==> config.mk <==
export PLATFORM = sky130hd
export DESIGN_NAME = gcd_miter_p_flat
export DESIGN_NICKNAME = d
export VERILOG_FILES = /design/src/rtl/gcd_miter_p_if.sv /design/src/rtl/gcd_miter_p.sv /design/src/flat_wrapper.sv
export SDC_FILE = /design/constraint.sdc
export NUM_CORES = 1
export LEC_CHECK = 0
export ABC_CLOCK_PERIOD_IN_PS = 2700
export CAP_MARGIN = 20
export CELL_PAD_IN_SITES_DETAIL_PLACEMENT = 1
export CELL_PAD_IN_SITES_GLOBAL_PLACEMENT = 2
export CORE_UTILIZATION = 36
export DETAILED_ROUTE_END_ITERATION = 6
export GPL_ROUTABILITY_DRIVEN = 0
export HOLD_SLACK_MARGIN = 0.02
export MAX_ROUTING_LAYER = met4
export PLACE_DENSITY_LB_ADDON = 0.3
export SYNTH_ARGS = -nofsm -noshare
export SYNTH_HDL_FRONTEND = slang
export SYNTH_SLANG_ARGS = --single-unit
==> constraint.sdc <==
create_clock -name clk -period 2.7 [get_ports clk]
set_input_delay 0.54 -clock clk [delete_from_list [all_inputs] [get_ports clk]]
set_output_delay 0.54 -clock clk [all_outputs]
set_load 0.02 [all_outputs]
==> src/rtl/gcd_miter_p_if.sv <==
// gcd_miter_p_if: transaction bus for the GCD miter.
// master drives start/Ain/Bin; slave returns busy, done, nequiv, timeout, Out_1, Out_2.
interface gcd_miter_p_if #(parameter int WIDTH = 8);
  logic start;
  logic [WIDTH-1:0] Ain, Bin, Out_1, Out_2;
  logic busy, done, nequiv, timeout;
  modport master(output start, Ain, Bin, input busy, done, nequiv, timeout, Out_1, Out_2);
  modport slave(input start, Ain, Bin, output busy, done, nequiv, timeout, Out_1, Out_2);
endinterface

==> src/rtl/gcd_miter_p.sv <==
// gcd_miter_p: lockstep equivalence miter of two subtractive GCD engines with start/done handshake.
// Ports: clk, rst (async, active high), bus (slave): start/Ain/Bin in; busy, done, nequiv, timeout, Out_1, Out_2 out.
module gcd_miter_p #(
  parameter int WIDTH = 8,
  parameter int TIMEOUT = 1024,
  parameter int ENG2_SWAP = 1
) (
  input logic clk,
  input logic rst,
  gcd_miter_p_if.slave bus
);
  localparam int CW = $clog2(TIMEOUT + 1);
  localparam bit SW = ENG2_SWAP != 0;
  typedef enum logic [1:0] {IDLE, RUN, DONE} state_t;
  state_t state, state_n;
  logic [WIDTH-1:0] a1, b1, a2, b2, o1, o2, a1_n, b1_n, a2_n, b2_n;
  logic v1, v2, neq, tmo, load, zero, hit, fin;
  logic [CW-1:0] cnt;
  always_comb begin
    load = state == IDLE && bus.start;
    zero = bus.Ain == '0 || bus.Bin == '0;
    fin = v1 && v2;
    // the edge that would bring the counter to TIMEOUT
    hit = cnt == CW'(TIMEOUT - 1);
    state_n = state == IDLE ? (bus.start ? RUN : IDLE) : state == RUN ? ((fin || hit) ? DONE : RUN) : IDLE;
    a1_n = a1 > b1 ? a1 - b1 : a1;
    b1_n = a1 < b1 ? b1 - a1 : b1;
    a2_n = a2 > b2 ? a2 - b2 : (a2 < b2 && SW) ? b2 : a2;
    b2_n = a2 < b2 ? (SW ? a2 : b2 - a2) : b2;
  end
  always_ff @(posedge clk or posedge rst) begin
    if (rst) begin
      state <= IDLE;
      {a1, b1, a2, b2, o1, o2} <= '0;
      {v1, v2, neq, tmo} <= '0;
      cnt <= '0;
    end else begin
      state <= state_n;
      if (load) begin
        a1 <= bus.Ain;
        b1 <= bus.Bin;
        a2 <= bus.Ain;
        b2 <= bus.Bin;
        v1 <= zero;
        v2 <= zero;
        o1 <= zero ? bus.Ain | bus.Bin : o1;
        o2 <= zero ? bus.Ain | bus.Bin : o2;
        cnt <= '0;
        neq <= 1'b0;
        tmo <= 1'b0;
      end else if (state == RUN) begin
        cnt <= cnt + 1'b1;
        if (!v1) begin
          a1 <= a1_n;
          b1 <= b1_n;
          if (a1 == b1) begin
            o1 <= a1;
            v1 <= 1'b1;
          end
        end
        if (!v2) begin
          a2 <= a2_n;
          b2 <= b2_n;
          if (a2 == b2) begin
            o2 <= a2;
            v2 <= 1'b1;
          end
        end
        // completion takes priority over an expiring counter
        if (fin) neq <= o1 != o2;
        else if (hit) begin
          tmo <= 1'b1;
          neq <= 1'b0;
        end
      end
    end
  end
  assign bus.busy = state != IDLE;
  assign bus.done = state == DONE;
  assign bus.nequiv = neq;
  assign bus.timeout = tmo;
  assign bus.Out_1 = o1;
  assign bus.Out_2 = o2;
endmodule

==> src/flat_wrapper.sv <==
// flat-port wrapper written by rule: the top's interface ports become plain ports
module gcd_miter_p_flat 
#(
  parameter int WIDTH = 8,
  parameter int TIMEOUT = 1024,
  parameter int ENG2_SWAP = 1
)
  (clk, rst, bus_start, bus_Ain, bus_Bin, bus_busy, bus_done, bus_nequiv, bus_timeout, bus_Out_1, bus_Out_2);
  gcd_miter_p_if #(.WIDTH(WIDTH)) bus_i ();
  input logic clk;
  input logic rst;
  input wire logic [$bits(bus_i.start)-1:0] bus_start;
  input wire logic [$bits(bus_i.Ain)-1:0] bus_Ain;
  input wire logic [$bits(bus_i.Bin)-1:0] bus_Bin;
  output wire logic [$bits(bus_i.busy)-1:0] bus_busy;
  output wire logic [$bits(bus_i.done)-1:0] bus_done;
  output wire logic [$bits(bus_i.nequiv)-1:0] bus_nequiv;
  output wire logic [$bits(bus_i.timeout)-1:0] bus_timeout;
  output wire logic [$bits(bus_i.Out_1)-1:0] bus_Out_1;
  output wire logic [$bits(bus_i.Out_2)-1:0] bus_Out_2;
  assign bus_i.start = bus_start;
  assign bus_i.Ain = bus_Ain;
  assign bus_i.Bin = bus_Bin;
  assign bus_busy = bus_i.busy;
  assign bus_done = bus_i.done;
  assign bus_nequiv = bus_i.nequiv;
  assign bus_timeout = bus_i.timeout;
  assign bus_Out_1 = bus_i.Out_1;
  assign bus_Out_2 = bus_i.Out_2;
  gcd_miter_p #(.WIDTH(WIDTH), .TIMEOUT(TIMEOUT), .ENG2_SWAP(ENG2_SWAP)) u_core (.clk(clk), .rst(rst), .bus(bus_i));
endmodule
==> Yosys cells after proc, flatten, opt, wreduce, memory -nomap -nowiden <==
Index checks and enable logic that the tools add are counted.
{ "totals": {"latch_bits": 0, "input_bits": 19, "romBits": 0, "memories": 0, "ramBits": 0, "ff_bits": 65, "out_inout_bits": 20, "wordCells": 104} }
{ "op_classes": {"shifts": 0, "mul": 0, "n_div": 0, "n_reduce_logical": 25, "n_eq_ne": 10, "magnitude_cmp": 4, "add_sub_neg": 4, "bitwise": 1, "mux": 48} }
{ "op_table": {"columns": ["op", "count"], "rows": [
  ["8-bit two-way mux", 26],
  ["8-bit subtractor", 3],
  ["11-bit two-way mux", 2],
  ["1-bit two-way mux", 17],
  ["8-bit == test", 2],
  ["8-bit greater-than comparator", 2],
  ["8-bit logical NOT", 2],
  ["8-bit < comparator", 2],
  ["2-bit nonzero test", 8],
  ["3-bit AND reduction", 5],
  ["11-bit by 1-bit adder with 11-bit output (second input constant)", 1],
  ["11-bit by 10-bit == test with 1-bit output (second input constant)", 1],
  ["8-bit inequality test", 1],
  ["8-bit bitwise OR", 1],
  ["4-bit AND reduction", 2],
  ["2-bit two-way mux", 3],
  ["2-bit inequality test (second input constant)", 3],
  ["3-bit nonzero test", 2],
  ["2-bit by 1-bit == test with 1-bit output (second input constant)", 1],
  ["2-bit == test (second input constant)", 1],
  ["1-bit logical AND", 2],
  ["2-bit logical NOT", 1],
  ["1-bit logical OR", 2],
  ["2-bit by 1-bit inequality test with 1-bit output (second input constant)", 1],
  ["2-bit AND reduction", 1]
]} }

==> Longest topological paths before layout <==
Gate-level depths: netlist of the first run.
{ "depth": {"depth_word": 6, "mapped_depth": 12, "depth_no_buf": 11} }

==> Worst setup path before layout of the first run <==
OpenSTA, ideal clock, no wires.
{ "synth_timing": {"path_type": "register to register", "startpoint": "reg u_core.a1[0]", "endpoint": "reg u_core.a1[3]", "setup_slack_ps": 612, "period_less_slack_ps": 2088, "arrival_time_ps": 1989, "stages_incl_launch_ff": 10, "n_path_buf": 1, "path_cell_list": "dfrtp_1 inv_1 ha_1 fa_1 nor2b_4 o21ai_2 a21oi_2 o311ai_4 buf_6 a311oi_1"} }
{ "synth_via": {"elab_chain_cells": 5} }
{ "synth_lines": {"columns": ["item", "line_no", "text"], "rows": [
  ["from (decl)", "gcd_miter_p.sv:16", "logic [WIDTH-1:0] a1, b1, a2, b2, o1, o2, a1_n, b1_n, a2_n, b2_n;"],
  ["from (signal assigned)", "gcd_miter_p.sv:40", "a1 <= bus.Ain;"],
  ["from (signal assigned)", "gcd_miter_p.sv:54", "a1 <= a1_n;"],
  ["8-bit subtractor", "gcd_miter_p.sv:26", "a1_n = a1 > b1 ? a1 - b1 : a1;"],
  ["8-bit two-way mux", "gcd_miter_p.sv:26", null],
  ["8-bit two-way mux", "gcd_miter_p.sv:53", "if (!v1) begin"],
  ["8-bit two-way mux", "gcd_miter_p.sv:51", "end else if (state == RUN) begin"],
  ["8-bit two-way mux", "gcd_miter_p.sv:39", "if (load) begin"]
]} }
Several ways; a longest one is shown, not always the timed one. The select of a mux whose other input is x is not followed.
A chain may end at the register's enable or synchronous reset.

==> Worst setup path after layout of the first run <==
{ "layout_timing": {"startpoint": "reg u_core.b2[5]", "endpoint": "reg u_core.o2[5], in the netlist u_core.bus.Out_2[5]"} }
{ "layout_via": {"elab_chain_cells": 3} }
{ "layout_lines": {"columns": ["item", "line_no", "text"], "rows": [
  ["from (decl)", "gcd_miter_p.sv:16", null],
  ["from (signal assigned)", "gcd_miter_p.sv:43", "b2 <= bus.Bin;"],
  ["from (signal assigned)", "gcd_miter_p.sv:63", "b2 <= b2_n;"],
  ["8-bit == test", "gcd_miter_p.sv:64", "if (a2 == b2) begin"],
  ["2-bit nonzero test (no line)", null, null],
  ["4-bit AND reduction (no line)", null, null],
  ["to (signal assigned)", "gcd_miter_p.sv:47", "o2 <= zero ? bus.Ain | bus.Bin : o2;"],
  ["to (decl)", "gcd_miter_p.sv:16", null]
]} }
No other way between the ends.

==> flow_summary_export.csv, run 1 <==
group,metric,value,unit
synthesis,syn_area,0.004218,mm²
synthesis,synthArstFlopShare,100.0,%
sta,maxSlewViolCount,0,
die,start_util,36.94,%
synthesis,avgSynthCellArea,8.643,µm²
die,pin_count,39,
grt,grt_pass1_vias,3973,
clock_tree,cts_tree,"done",
grt,track_usage,24.41,%
sta,slew_headroom,33.06,%
setup_path,crit_start,"u_core.b2[5]",
route,vias,3785,
finish,finish.instance_area,0.005136,mm²
synthesis,yosys_warnings,0,
synthesis,synth_ff_type,"dfrtp_1",
die,core,0.01142,mm²
sta,worst_pin_slew,0.9974,ns
status,outcome,"finished, final reports clean",
clock_tree,htree_levels,3,
finish,final_layout_size_suffix_gt1_share,9.779,%
die,fp.dieW,110.2,µm
route,first_pass_iters,4,
setup_path,path_max_fanout,16,
pwr,leakagePower,2.295,nW
pwr,p_per_area,1613,mW/mm²
placed_design,placed_cell_area,0.004822,mm²
sta,hold-worst-slack,0.4944,ns
grt,grt_max_degree,66,
die,num_rows,39,
sta,finClkSkew,0.006224,ns
sta,finalCritPeriodShare,91.90,%
grt,grt_pass1_wl,21160,µm
synthesis,ys_types,54,
synthesis,synth_fp_nets,534,
die,die_area,0.01215,mm²
sta,fmax,403.0,MHz
setup_path,cp-start-kind,"register",
clock_tree,ctsHoldBuffers,0,
sta,period_needed,2.481,ns
setup_path,ff2ff_setup_slack,0.22,ns
clock_tree,cts.sinks,65,
finish,instances_no_fill,685,
synthesis,synth_edf_count,0,
setup_path,cp-end-kind,"register",
sta,finalHoldViolations,0,
sta,tns,0,ns
finish,fin_util,44.98,%
placed_design,port_buffers,38,
route,wl_per_cell,19.17,µm
route,drc,0,
finish,area_delta_synth_final,21.77,%
run,maxCapViolCount,0,
finish,diodes,0,
synthesis,ys_ff_latch,65,
grt,overflow,0,
setup_path,reg2reg_from,"u_core.b2[5]",
synthesis,syn_inst,488,
synthesis,seq_area_frac_synth,38.56,%
worst_hold_path,min_path_type,"reg2reg",
route,wirelength,13130,µm
setup_path,crit_required,2.86,ns
finish,fin_nets,584,
worst_hold_path,holdCritStartpoint,"u_core.b2[2]",
sta,grt_setup_unrepaired,"no",
pwr,ir_drop,0.6779,mV
clock_tree,cts.clk_slew.worst_paths,0.06,ns
placed_design,dpl.hpwl,10160,µm
setup_path,arrival,2.65,ns
route,first_iter_violations,257,
clock_tree,clk_latency,0.34,ns
clock_tree,clock_path_buffers,2,
sta,setup_viol,0,
grt,antenna_found_initial,0,
setup_path,path_class,"reg2reg",
die,fp.dieH,110.2,µm
clock_tree,cts_buffers,9,
clock_tree,clockRootBuffer,"clkbuf_16",
placed_design,dpl.cell_count,668,
route,drt-vias-per-instance,5.526,
route,ant_nets,0,
==> worst paths after layout <==
| check | end | depth (start not counted) |
|---|---|---|
| max in group asynchronous | u_core.b2[1] | 3 |
| max reg2reg | u_core.bus.Out_2[5] | 7 |
| min | u_core.b2[2] | 1 |
| max | u_core.bus.Out_2[5] | 7 |
| min in group asynchronous | u_core.cnt[0] | 3 |
| min reg2reg | u_core.b2[2] | 1 |
==> cells by family (layout without fill, tap and decap cells) <==
logic type / Yosys count / count (layout) / share of synthesized area [%]
compound gates: 143 / 143 / 21.42
xor+xnor: 23 / 23 / 4.776
fa+ha+maj: 27 / 27 / 8.544
buf+inv: 52 / 106 / 5.636
flops: 65 / 65 / 38.56
mux: 7 / 7 / 1.691
simple gates: 171 / 171 / 19.37
==> area by class of cell <==
class	instances	area (µm²)
inverters	30	112.6
multi-input cells	371	2357
clock inverters	5	56.30
flip-flops and latches	65	1627
well taps	143	178.9
fillers	1366	6282
clock buffers	10	239.0
repair buffers	61	565.5
==> flip-flops by register name, summed over array words and instances, names as in the netlist, 2 cells and up <==
signal and count:
u_core.a1 8, u_core.a2 8, u_core.b1 8, u_core.b2 8, u_core.bus.Out_1 8, u_core.bus.Out_2 8, u_core.cnt 11, u_core.state 2
==> layer usage <==
metal	global-route usage, %	wire [µm]	vias to the layer above
li1	-	-	1818
met1	30.19	5896	1897
met2	40.55	6620	56
met3	4.879	381	14
met4	6.673	234	0
met5	-	0	-
==> cells in the mapped netlist, types with 10 or more instances <==
| library cell | n | area (µm²) |
|---|---|---|
| o21ai_0 | 47 | 235.2 |
| nor2_1 | 35 | 131.4 |
| ha_1 | 24 | 300.3 |
| xnor2_1 | 20 | 175.2 |
| inv_1 | 30 | 112.6 |
| dfrtp_1 | 65 | 1627 |
| nand2_1 | 70 | 262.8 |
| buf_2 | 10 | 50.05 |
| nand3_1 | 10 | 50.05 |
| a21o_1 | 11 | 82.58 |
| a21oi_1 | 26 | 130.1 |
==> stage by stage <==
step,setup WS (ns),power [mW]
CTS,0.008286,8.296
floorplan,0.5335,5.521
global route,0.007846,8.997
detailed placement,0.06367,7.067
global placement,0.06891,6.914
finish,0.2188,8.285
==> placed cells by master (no fill, tap or decap), types with 9 or more instances in the layout <==
master / instances
o21ai_0: 47
o22ai_1: 9
clkdlybuf4s50_1: 38
a21o_1: 11
xnor2_1: 20
buf_4: 22
ha_1: 24
clkbuf_16: 9
dfrtp_1: 65
nor2_1: 35
nand4_1: 9
nand2_1: 70
a21oi_1: 26
nand3_1: 10
inv_1: 29
nor3_1: 9
==> report_power, final <==
group	switching, mW	leakage (nW)	internal (mW)	total, mW
clock network	0.455	0.144	0.733	1.19
logic	2.96	1.35	2.25	5.20
registers	0.464	0.805	1.43	1.89
==> critical path: stages, from the launching register on <==
cell	delay, ns
dfrtp_1	0.37
inv_1	0.06
ha_1	0.37
nand4_1	0.15
or2_1	0.24
nor3_1	0.08
o21ai_1	0.78
o21ai_0	0.24
==> timing repair <==
action	4_1_cts	5_1_grt
gates resized for setup	0	1
buffers inserted	0	2
setup endpoints to repair	0	7
endpoints found under the hold margin	0	0
(Power assumes the default switching activity.)
==> run 2, diff against run 1 <==
--- a/config.mk
+++ b/config.mk
@@ -15,6 +15,7 @@
 export HOLD_SLACK_MARGIN = 0.02
 export MAX_ROUTING_LAYER = met4
 export PLACE_DENSITY_LB_ADDON = 0.3
+export SETUP_SLACK_MARGIN = 0.15
 export SYNTH_ARGS = -nofsm -noshare
 export SYNTH_HDL_FRONTEND = slang
 export SYNTH_SLANG_ARGS = --single-unit
==> run 2 against run 1 <==
Effect of this change: clock skew is essentially flat; register-to-register slack better by 0.06 ns; wire length grew 0.23%; via count up 0.63%; non-clock buffer count up 2; die area did not move; global-route usage is essentially flat; total power up 0.39%; critical path type unchanged; largest cell class unchanged.
==> flow_summary_export.csv, run 2 (same netlist as run 1, synthesis figures left out) <==
group,metric,value,unit
clock_tree,cts.sinks,65,
sta,fmax,413.8,MHz
route,ant_nets,0,
finish,final_common_cell,"nand2_1",
sta,tns,0,ns
sta,setup_viol,0,
finish,largest-register,"u_core.cnt",
route,wirelength,13160,µm
pwr,ir_drop,0.6532,mV
finish,fillCellCount,1370,
grt,grt_pass1_vias,3998,
run,maxCapViolCount,0,
finish,area_delta_synth_final,22.28,%
grt,antenna_found_initial,0,
clock_tree,htree_levels,3,
die,fp.dieW,110.2,µm
sta,finClkSkew,0.005917,ns
status,outcome,"finished, final reports clean",
finish,ff_latch_area,0.001627,mm²
sta,final.setup.worst_slack,0.2834,ns
sta,grt_setup_unrepaired,"yes",
die,num_rows,39,
die,pin_count,39,
placed_design,pre_cts_ws,0.06367,ns
clock_tree,cts_buffers,9,
finish,fin_nets,586,
route,drc,0,
sta,worst_pin_slew,0.5876,ns
clock_tree,cts_tree,"done",
finish,diodes,0,
finish,largest_register_ffs,11,
setup_path,arrival,2.67,ns
setup_path,cp-end-kind,"register",
clock_tree,clk_latency,0.34,ns
grt,overflow,0,
pwr,leakagePower,2.306,nW
placed_design,dpl.cell_count,668,
route,drt-vias-per-instance,5.544,
setup_path,cp-start-kind,"register",
finish,multi_input_area,0.002364,mm²
sta,slew_headroom,60.82,%
finish,final_cell_mix,"nand2_1, dfrtp_1, o21ai_0, clkdlybuf4s50_1, nor2_1",
sta,finalCritPeriodShare,89.50,%
route,vias,3809,
route,first_pass_iters,4,
finish,instances_no_fill,687,
clock_tree,clockRootBuffer,"clkbuf_16",
pwr,p_per_area,1613,mW/mm²
grt,track_usage,24.44,%
grt,grt_pass1_wl,21200,µm
setup_path,path_class,"reg2reg",
setup_path,crit_required,2.96,ns
route,wl_per_cell,19.16,µm
finish,final_layout_size_suffix_gt1_share,10.48,%
worst_hold_path,min_path_type,"reg2reg",
die,start_util,36.94,%
setup_path,path_max_fanout,13,
placed_design,dpl.hpwl,10160,µm
setup_path,ff2ff_setup_slack,0.28,ns
die,core,0.01142,mm²
route,first_iter_violations,212,
grt,grt_max_degree,66,
die,fp.dieH,110.2,µm
sta,period_needed,2.417,ns
clock_tree,cts.clk_slew.worst_paths,0.06,ns
clock_tree,clock_path_buffers,2,
die,die_area,0.01215,mm²
sta,finalHoldViolations,0,
sta,maxSlewViolCount,0,
placed_design,port_buffers,38,
run 2: cell types whose count changed in the layout (fill, tap and decap cells not counted), sizes merged:
| cell | change |
|---|---|
| buf | +2 |
run 2: path summary, 6_finish.rpt:
kind,startpoint,endpoint,cells after the start
hold reg to reg,u_core.cnt[4],u_core.cnt[4],1
setup reg to reg,u_core.a1[0],u_core.a1[2],10
setup / recovery,u_core.a1[0],u_core.a1[2],10
hold / removal,u_core.cnt[4],u_core.cnt[4],1
max in group asynchronous,rst,u_core.b2[1],3
min in group asynchronous,rst,u_core.cnt[0],3
run 2: report_power, final:
part           total [mW]  internal [mW]  switching [mW]
Clock                1.19          0.733           0.459
Combinational        5.23           2.27            2.96
Sequential           1.89           1.43           0.462
run 2: final cells by class:
type	instances	area share (%)
Clock buffer	10	4.634
Clock inverter	5	1.092
Inverter	30	2.183
Multi-Input combinational cell	371	45.83
Sequential cell	65	31.54
Tap cell	143	3.469
Timing Repair Buffer	63	11.26
run 2: routing by layer:
metal | up-vias | GRT usage [%] | wire length, µm
met4 | 0 | 6.673 | 238
met3 | 16 | 4.879 | 377
met2 | 51 | 40.68 | 6638
met5 | - | - | 0
li1 | 1818 | - | -
met1 | 1924 | 30.19 | 5908
run 2: worst max-delay path, cell delays in order (launching register included):
cell and delay [ns]:
dfrtp_1 0.41, inv_1 0.06, ha_1 0.21, fa_1 0.44, nor2b_4 0.16, o21ai_2 0.09, a21oi_2 0.28, o311ai_4 0.22
nor3_1 0.24, a21oi_1 0.06, o21ai_0 0.16
run 2: stage by stage:
| stage | utilization (%) | instance area [µm²] | total power [mW] | hold slack [ns] |
|---|---|---|---|---|
| after floorplan | - | 4218 | 5.521 | 0.4493 |
| after global placement | 42.23 | 4822 | 6.914 | 0.4608 |
| after detailed placement | 42.23 | 4822 | 7.067 | 0.4861 |
| after CTS | 45.01 | 5140 | 8.331 | 0.5002 |
| after global routing | 45.17 | 5157 | 9.032 | 0.5137 |
| final | 45.17 | 5157 | 8.317 | 0.4935 |
run 2: repair_timing:
action                     CTS  global route
hold buffers                 0             0
resized for setup            0             3
pin swaps                    1             1
setup endpoints to repair    5            26
buffers inserted             3             1
==> run 3, diff against run 2 <==
--- a/config.mk
+++ b/config.mk
@@ -14,7 +14,7 @@
 export GPL_ROUTABILITY_DRIVEN = 0
 export HOLD_SLACK_MARGIN = 0.02
 export MAX_ROUTING_LAYER = met4
-export PLACE_DENSITY_LB_ADDON = 0.3
+export PLACE_DENSITY = 0.88
 export SETUP_SLACK_MARGIN = 0.15
 export SYNTH_ARGS = -nofsm -noshare
 export SYNTH_HDL_FRONTEND = slang
==> run 3 against run 2 <==
Effect of this change: die area did not move; total power rose by 1.8%; sequential share of layout area down 0.16 points; setup slack gained 0.060 ns; first-iteration DRC count rose by 16%; hold slack got worse by 0.014 ns.
==> flow_summary_export.csv, run 3 (same netlist as run 1, synthesis figures left out) <==
group,metric,value,unit
setup_path,cp_top_family,"compound AO/OA/AOI/OAI gates",
grt,track_usage,23.52,%
route,vias,3811,
finish,fin_nets,585,
setup_path,cp-start-kind,"register",
die,fp.dieH,110.2,µm
sta,finalHoldViolations,0,
grt,grt_pass1_vias,3910,
sta,hold-worst-slack,0.4794,ns
pwr,ir_drop,0.6567,mV
grt,overflow,0,
setup_path,worstPathBufferInverterCount,2,
pwr,leakagePower,2.312,nW
placed_design,placed_cell_area,0.004800,mm²
route,drc,0,
die,start_util,36.94,%
run,maxCapViolCount,0,
die,pin_count,39,
route,first_pass_iters,4,
setup_path,crit_slowest_cell,"dfrtp_1",
die,core,0.01142,mm²
finish,largest_register_ffs,11,
finish,final_layout_size_suffix_gt1_share,10.11,%
sta,period_needed,2.357,ns
status,outcome,"finished, final reports clean",
route,drt-vias-per-instance,5.547,
route,ant_nets,0,
placed_design,dpl.hpwl,10020,µm
finish,area_delta_synth_final,22.90,%
clock_tree,clockRootBuffer,"clkbuf_16",
finish,finish.instance_area,0.005184,mm²
setup_path,path_class,"reg2reg",
clock_tree,clk_latency,0.33,ns
clock_tree,cts_tree,"done",
route,wirelength,13110,µm
setup_path,crit_path_cell_trace,"inv_1, fa_1, nor2b_4, o21ai_2, a21oi_4, o311ai_4, buf_4, nand2_1, o21ai_0, o21a_1",
die,num_rows,39,
pwr,power,8.463,mW
clock_tree,cts.sinks,65,
pwr,p_per_area,1633,mW/mm²
sta,finClkSkew,0.009488,ns
route,first_iter_violations,245,
finish,final_cell_mix,"nand2_1, dfrtp_1, o21ai_0, clkdlybuf4s50_1, nor2_1",
setup_path,cp-end-kind,"register",
finish,diodes,0,
sta,fmax,424.4,MHz
route,wl_per_cell,19.08,µm
die,fp.dieW,110.2,µm
setup_path,cp_slowest_stage_delay,0.50,ns
grt,antenna_found_initial,0,
clock_tree,clock_path_buffers,2,
sta,worst_pin_slew,0.5535,ns
sta,maxSlewViolCount,0,
setup_path,arrival,2.59,ns
placed_design,port_buffers,38,
setup_path,path_max_fanout,7,
worst_hold_path,min_path_type,"reg2reg",
grt,grt_pass1_wl,20650,µm
clock_tree,htree_levels,3,
grt,grt_max_degree,44,
finish,largest-register,"u_core.cnt",
sta,grt_setup_unrepaired,"no",
setup_path,crit_required,2.93,ns
clock_tree,cts.clk_slew.worst_paths,0.06,ns
clock_tree,cts_buffers,9,
sta,slew_headroom,62.88,%
finish,final_common_cell,"nand2_1",
finish,fin_util,45.40,%
sta,finalCritPeriodShare,87.28,%
die,die_area,0.01215,mm²
sta,setup_viol,0,
==> run 3: changes by cell type in the layout (fill, tap and decap cells not counted), moves of 2 or more <==
cell | previous run | this run
o21ai_2 | 4 | 2
clkinv_4 | 1 | 4
clkinv_2 | 2 | 0
o21ai_1 | 3 | 5
==> run 3: path summary, 6_finish.rpt <==
path | from | endpoint | slack, ns | cells past startpoint
worst max-delay path | u_core.a1[1] | u_core.a1[7] | 0.34 | 10
worst min-delay path | u_core.b2[2] | u_core.b2[2] | 0.48 | 1
worst min register to register | u_core.b2[2] | u_core.b2[2] | 0.48 | 1
max in group asynchronous | rst | u_core.cnt[6] | 1.84 | 3
worst max register to register | u_core.a1[1] | u_core.a1[7] | 0.34 | 10
min in group asynchronous | rst | u_core.cnt[10] | 0.57 | 3
==> run 3: report_power, final <==
part	switching, mW	total [mW]	internal (mW)
Clock	0.455	1.27	0.817
Combinational	3.03	5.31	2.28
Sequential	0.452	1.88	1.43
==> run 3: routing by layer <==
layer | global-route usage (%) | up-vias | part of all wire (%)
met5 | - | - | 0
met4 | 6.955 | 0 | 1.7
met3 | 3.175 | 20 | 3.1
met2 | 38.46 | 69 | 49
li1 | - | 1815 | -
met1 | 30.35 | 1907 | 47
==> run 3: per-stage QoR <==
stage / setup slack [ns] / cells / TNS (ns)
global placement: 0.1053 / 665 / 0
detailed placement: -0.003726 / 665 / -0.003726
finish: 0.3435 / 687 / 0
global route: 0.1683 / 687 / 0
floorplan: 0.5335 / 488 / 0
CTS: 0.2004 / 681 / 0
==> run 3: final cells by class <==
class / count / area, µm²
fill: 1337 / 6235
multi-input combinational: 371 / 2364
timing repair buffer: 62 / 573.1
sequential: 65 / 1627
clock inverter: 7 / 103.9
inverter: 30 / 112.6
clock buffer: 9 / 225.2
tap: 143 / 178.9
==> run 3: repair_timing <==
action,in CTS,in global routing
buffers inserted,0,6
hold buffers,0,0
resized for setup,0,2
endpoints found under the setup margin,0,12
